--- src/rtl/clock_time_ctrl.sv ---
// clock_time_ctrl
//   Timekeeping and time-set controller for a 24 h HH:MM:SS digital clock.
//   An internal prescaler advances the BCD seconds; a small mode FSM driven
//   by single-cycle button pulses lets the user set hours and minutes, and a
//   blink phase produces blanking masks for the seven-segment multiplexer.
//
// Parameters
//   TICKS_PER_SEC  in_clk cycles per second (>= 1)
//   BLINK_DIV      in_clk cycles per half-period of the set-mode blink (>= 1)
//
// Optional build macro
//   ALARM_EN       adds alarm_h/alarm_m registers, states SET_AH/SET_AM and
//                  the alarm output pulse
//
// Ports
//   in_clk    system clock, all state changes on its rising edge
//   rst       synchronous active-low reset, priority over all inputs
//   btn_mode  one-cycle pulse, steps the mode FSM
//   btn_inc   one-cycle pulse, increments the selected field in set modes
//   h10..s1   BCD time digits (alarm value for h10..m1 in alarm-set modes)
//   mode      FSM state, also the debug view of the FSM
//   sec_tick  one-cycle pulse in the cycle after each second advance
//   alarm     (ALARM_EN only) one-cycle pulse when time reaches the alarm
//   blank_h   blank the hour digits
//   blank_m   blank the minute digits
//
// Input protocol: btn_mode and btn_inc are level-free one-cycle pulses
// sampled on every rising edge; there is no back-pressure. When both are
// high on the same edge, btn_mode wins and btn_inc is dropped. Every effect
// is visible on the outputs in the cycle after the sampling edge.

module clock_time_ctrl #(
    parameter int TICKS_PER_SEC = 1,
    parameter int BLINK_DIV     = 2
) (
    input  logic       in_clk,
    input  logic       rst,
    input  logic       btn_mode,
    input  logic       btn_inc,
    output logic [3:0] h10,
    output logic [3:0] h1,
    output logic [3:0] m10,
    output logic [3:0] m1,
    output logic [3:0] s10,
    output logic [3:0] s1,
    output logic [2:0] mode,
    output logic       sec_tick,
`ifdef ALARM_EN
    output logic       alarm,
`endif
    output logic       blank_h,
    output logic       blank_m
);

    // Counter widths; keep at least one bit so a divide-by-one still has a
    // legal register.
    localparam int PW = (TICKS_PER_SEC > 1) ? $clog2(TICKS_PER_SEC) : 1;
    localparam int BW = (BLINK_DIV > 1) ? $clog2(BLINK_DIV) : 1;
    localparam logic [PW-1:0] PRESC_LAST = PW'(TICKS_PER_SEC - 1);
    localparam logic [BW-1:0] BLINK_LAST = BW'(BLINK_DIV - 1);

    typedef enum logic [2:0] {
        ST_RUN   = 3'd0,
        ST_SET_H = 3'd1,
        ST_SET_M = 3'd2
`ifdef ALARM_EN
        ,
        ST_SET_AH = 3'd3,
        ST_SET_AM = 3'd4
`endif
    } state_t;

    state_t        state, state_n;
    logic [7:0]    hr, hr_n;      // {tens, ones}
    logic [7:0]    mn, mn_n;
    logic [7:0]    sc, sc_n;
    logic [PW-1:0] presc, presc_n;
    logic [BW-1:0] bcnt, bcnt_n;
    logic          phase, phase_n;
    logic          tick_n;
`ifdef ALARM_EN
    logic [7:0]    al_h, al_h_n;
    logic [7:0]    al_m, al_m_n;
    logic          alarm_n;
`endif

    // BCD increment of an hour pair, 23 wraps to 00.
    function automatic logic [7:0] inc_hours(input logic [7:0] v);
        logic [7:0] r;
        if (v == 8'h23)
            r = 8'h00;
        else if (v[3:0] == 4'd9)
            r = {v[7:4] + 4'd1, 4'd0};
        else
            r = {v[7:4], v[3:0] + 4'd1};
        return r;
    endfunction

    // BCD increment of a minute/second pair, 59 wraps to 00.
    function automatic logic [7:0] inc_60(input logic [7:0] v);
        logic [7:0] r;
        if (v == 8'h59)
            r = 8'h00;
        else if (v[3:0] == 4'd9)
            r = {v[7:4] + 4'd1, 4'd0};
        else
            r = {v[7:4], v[3:0] + 4'd1};
        return r;
    endfunction

    always_comb begin
        state_n = state;
        hr_n    = hr;
        mn_n    = mn;
        sc_n    = sc;
        presc_n = presc;
        bcnt_n  = bcnt;
        phase_n = phase;
        tick_n  = 1'b0;
`ifdef ALARM_EN
        al_h_n  = al_h;
        al_m_n  = al_m;
        alarm_n = 1'b0;
`endif

        if (btn_mode) begin
            case (state)
                ST_RUN:    state_n = ST_SET_H;
                ST_SET_H:  state_n = ST_SET_M;
`ifdef ALARM_EN
                ST_SET_M:  state_n = ST_SET_AH;
                ST_SET_AH: state_n = ST_SET_AM;
                ST_SET_AM: state_n = ST_RUN;
`else
                ST_SET_M:  state_n = ST_RUN;
`endif
                default:   state_n = ST_RUN;
            endcase
            // Any mode change restarts both the prescaler and the blink.
            presc_n = '0;
            bcnt_n  = '0;
            phase_n = 1'b0;
            if (state == ST_RUN)
                sc_n = 8'h00;
        end else if (state == ST_RUN) begin
            bcnt_n  = '0;
            phase_n = 1'b0;
            if (presc == PRESC_LAST) begin
                presc_n = '0;
                tick_n  = 1'b1;
                sc_n    = inc_60(sc);
                if (sc == 8'h59) begin
                    mn_n = inc_60(mn);
                    if (mn == 8'h59)
                        hr_n = inc_hours(hr);
                end
`ifdef ALARM_EN
                alarm_n = (sc_n == 8'h00) && (hr_n == al_h) && (mn_n == al_m);
`endif
            end else begin
                presc_n = presc + PW'(1);
            end
        end else begin
            presc_n = '0;
            if (btn_inc) begin
                case (state)
                    ST_SET_H:  hr_n   = inc_hours(hr);
                    ST_SET_M:  mn_n   = inc_60(mn);
`ifdef ALARM_EN
                    ST_SET_AH: al_h_n = inc_hours(al_h);
                    ST_SET_AM: al_m_n = inc_60(al_m);
`endif
                    default: ;
                endcase
                // Show the new value steadily before blinking resumes.
                bcnt_n  = '0;
                phase_n = 1'b0;
            end else if (bcnt == BLINK_LAST) begin
                bcnt_n  = '0;
                phase_n = ~phase;
            end else begin
                bcnt_n = bcnt + BW'(1);
            end
        end
    end

    always_ff @(posedge in_clk) begin
        if (!rst) begin
            state    <= ST_RUN;
            hr       <= 8'h00;
            mn       <= 8'h00;
            sc       <= 8'h00;
            presc    <= '0;
            bcnt     <= '0;
            phase    <= 1'b0;
            sec_tick <= 1'b0;
`ifdef ALARM_EN
            al_h     <= 8'h00;
            al_m     <= 8'h00;
            alarm    <= 1'b0;
`endif
        end else begin
            state    <= state_n;
            hr       <= hr_n;
            mn       <= mn_n;
            sc       <= sc_n;
            presc    <= presc_n;
            bcnt     <= bcnt_n;
            phase    <= phase_n;
            sec_tick <= tick_n;
`ifdef ALARM_EN
            al_h     <= al_h_n;
            al_m     <= al_m_n;
            alarm    <= alarm_n;
`endif
        end
    end

    // Outputs are pure functions of registers, so nothing combinational
    // from the buttons reaches the display.
`ifdef ALARM_EN
    logic show_alarm;
    assign show_alarm = (state == ST_SET_AH) || (state == ST_SET_AM);
    assign {h10, h1} = show_alarm ? al_h : hr;
    assign {m10, m1} = show_alarm ? al_m : mn;
    assign blank_h   = phase && ((state == ST_SET_H) || (state == ST_SET_AH));
    assign blank_m   = phase && ((state == ST_SET_M) || (state == ST_SET_AM));
`else
    assign {h10, h1} = hr;
    assign {m10, m1} = mn;
    assign blank_h   = phase && (state == ST_SET_H);
    assign blank_m   = phase && (state == ST_SET_M);
`endif
    assign {s10, s1} = sc;
    assign mode      = state;

endmodule

--- config.mk ---
export PLATFORM = sky130hd
export DESIGN_NAME = clock_time_ctrl
export DESIGN_NICKNAME = d
export VERILOG_FILES = /design/src/rtl/clock_time_ctrl.sv
export SDC_FILE = /design/constraint.sdc
export NUM_CORES = 1
export LEC_CHECK = 0
export BUFFER_PORTS_ARGS = -buffer_cell sky130_fd_sc_hd__buf_2
export CORE_MARGIN = 5
export CORE_UTILIZATION = 45
export DETAILED_ROUTE_END_ITERATION = 7
export PLACE_DENSITY = 0.67
export SYNTH_ARGS = -nofsm -noshare
export SYNTH_HDL_FRONTEND = slang
export SYNTH_SLANG_ARGS = --single-unit
--- constraint.sdc ---
create_clock -name in_clk -period 2.35 [get_ports in_clk]
set_input_delay 0.47 -clock in_clk [delete_from_list [all_inputs] [get_ports in_clk]]
set_output_delay 0.47 -clock in_clk [all_outputs]
set_load 0.03 [all_outputs]
==> metrics.md <==
| Metric | Value |
|---|---|
| Vias/cell | 5.45 |
| Distinct cells, synth | 47 |
| Initial Util | 0.459 |
| RSZ-0062 raised after global routing | false |
| Fraction of layout cells with a size suffix above 1 | 0.221 |
| Yosys warning count | 0 |
| Die extent in y | 70.9 um |
| Hold bufs inserted after CTS | 0 |
| Critical Path Fanout Max | 10 |
| Number of flops mapped to enable cells by yosys | 0 |
| Hold/Removal Path Class | input port to flop |
| Syn_area_per_cell | 8.60 um^2 |
| DR pass1 iterations | 4 |
| DRT Wirelength | 3710 um |
| Site row count | 22 |
| Cells along the critical path | ha_1 > nand4bb_4 > o41a_1 > or4_1 > a21oi_1 |
| Most frequent cells in the layout | 32 x buf_2, 30 x dfxtp_1, 14 x nand2_1, 14 x a21oi_1, 12 x ha_1 |
| Slew @ Worst Pin | 0.540 ns |
| H-tree depth | 2 |
| Tot GR Track Use | 0.163 |
| Final nets | 247 |
| Layout Skew | 0.00730 ns |
| Die area | 5030 um^2 |
| # DRC | 0 |
| DRT iter0 DRCs | 130 |
| Async SR Flop Fraction | 0 |
| Worst relative slew slack | 0.640 |
| CTS tree | yes |
| Global-route wire length before repair | 6730 um |
| Status | completed |
| Antenna violations before repair | 0 |
| Sequential area share after synthesis | 0.360 |
| Via count | 1520 |
| Most common cell after layout, fill and taps aside | buf_2 |
| Inserted Diodes | 0 |
| Post-route minimum period | 2.15 ns |
| # setup viols final | 0 |
| Largest net degree at the start of global routing | 17 |
| Crit path DAT | 2.36 ns |
| GPL Wtd Cong | 0.734 |
| Detail Placement HPWL | 2740 um |
| Main synth FF type | dfxtp_1 |
| WP buf/inv | 0 |
| Post-Syn Area | 1670 um^2 |
| Post-synthesis instance total | 194 |
| CP max-delay cell | o41a_1 |
| Worst-path clk slew | 0.06 ns |
| Worst hold slack | 0.411 ns |
| LEAKAGE | 0.808 nW |
| Slew Limit Fails | 0 |
| Number of global-route vias before repair | 1519 |
| Clk buf depth | 2 |
| Fin crit share | 0.917 |
| Skew-Pair Late Insertion Delay | 0.28 ns |
| Max IR drop VDD | 0.000320 V |
| Critical path capture point type | flop |
| Aggregate global routing overflow | 0 |
| Clock Sinks | 30 |
| Max-Cap Viols | 0 |
| Post-CTS Setup Bufs | 0 |
| PD cells | 529 nW/um^2 |
| Critical Path Max Stage Delay | 0.57 ns |
| Routed length per placed instance | 13.3 um |
| Path type of the worst setup path | flop to flop |
| CP required | 2.55 ns |
| Cell family with most CP delay | compound AO/OA/AOI/OAI gates |
| I/O pins | 34 |
| Total Neg Setup Slack | 0 ns |
| Root buf cell | clkbuf_8 |
| Critical Path Source Type | flop |
| Number of gates resized after CTS | 0 |
| Power Total | 1.04 mW |
| Area Overhead vs Synth | 17.9% |
| Max Clk Rate | 0.464 GHz |
| FF+latch count, synth | 30 |
| Core area | 3630 um^2 |
| Final-report hold violation count | 0 |
| Die X | 70.9 um |
| Filler cells | 370 |
| PortBufs | 32 |
| Num CTS Buffers | 5 |
| Post-route ant nets | 0 |
## cell usage after synthesis, drive strengths merged (2+ instances only)
library cell,number,share of area
a21oi,14,0.042
a22oi,2,0.0090
and3b,5,0.026
buf,2,0.011
clkbuf,6,0.013
dfxtp,30,0.36
ha,12,0.090
inv,11,0.025
mux2i,2,0.012
nand2,14,0.031
nand2b,2,0.0075
nand3,10,0.030
nand3b,5,0.022
nand4bb,2,0.023
nor2,11,0.025
nor3,8,0.024
nor4,6,0.022
o211ai,3,0.013
o21ai,11,0.033
o31ai,3,0.013
or2,2,0.0075
or3,2,0.0075
or4,8,0.037
xor2,3,0.016
## cells by family (layout without fill, tap and decap cells)
| kind of cell | Yosys count | after routing | synth area share |
|---|---|---|---|
| AND/OR/NAND/NOR | 81 | 81 | 0.290 |
| AO/OA/AOI/OAI | 45 | 45 | 0.175 |
| flip-flops | 30 | 30 | 0.360 |
| buffers and inverters | 19 | 55 | 0.0495 |
| adder cells (fa/ha/maj) | 12 | 12 | 0.0900 |
| XOR/XNOR | 4 | 4 | 0.0210 |
| multiplexers | 2 | 2 | 0.0120 |
| other | 1 | 2 | 0.00225 |
## path summary, 6_finish.rpt
kind,from,to,slack [ns],depth (start not counted)
worst max-delay path,sc[0],hr[7],0.20,5
worst min-delay path,btn_inc,phase,0.41,2
worst max register to register,sc[0],hr[7],0.20,5
worst min register to register,bcnt,bcnt,0.45,1
## layer usage
metal / part of all wire / vias to the layer above / routed length [um] / GRT usage
li1: - / 785 / - / -
met1: 0.48 / 702 / 1770 / 0.202
met2: 0.47 / 27 / 1730 / 0.268
met3: 0.043 / 6 / 160 / 0.0568
met4: 0.011 / 0 / 42 / 0.0480
met5: 0 / - / 0 / 0
## layout make-up
type | instances | area (um^2) | share of cell area
Multi-Input combinational cell | 146 | 990 | 0.503
Sequential cell | 30 | 601 | 0.305
Timing Repair Buffer | 37 | 198 | 0.100
Clock buffer | 5 | 68.8 | 0.0350
Tap cell | 48 | 60.1 | 0.0305
Inverter | 11 | 41.3 | 0.0210
Clock inverter | 2 | 10.0 | 0.00509
## worst register-to-register path: cells and delay by family (launching register included)
kind	cells	cell delay, ns
fa+ha+maj	1	0.24
compound gates	2	0.74
simple gates	2	0.69
flops	1	0.41
## power by group
group / total, mW / internal [mW] / switching (mW)
sequential: 0.535 / 0.520 / 0.0147
combinational: 0.122 / 0.0413 / 0.0803
clock: 0.385 / 0.198 / 0.187
## through the flow
stage	setup slack (ns)	utilization	instances	cell area, um^2
final	0.195	0.542	279	1970
after global routing	0.0657	0.542	279	1970
after CTS	0.196	0.542	279	1970
after detailed placement	0.213	0.520	272	1890
after global placement	0.263	0.520	272	1890
after floorplan	0.124	-	195	1670
## state kept, by name, summed over array words and instances (netlist names)
| name | flops |
|---|---|
| bcnt | 1 |
| hr | 8 |
| mn | 8 |
| mode | 2 |
| phase | 1 |
| presc | 1 |
| sc | 8 |
| sec_tick | 1 |
(Power assumes the default switching activity.)
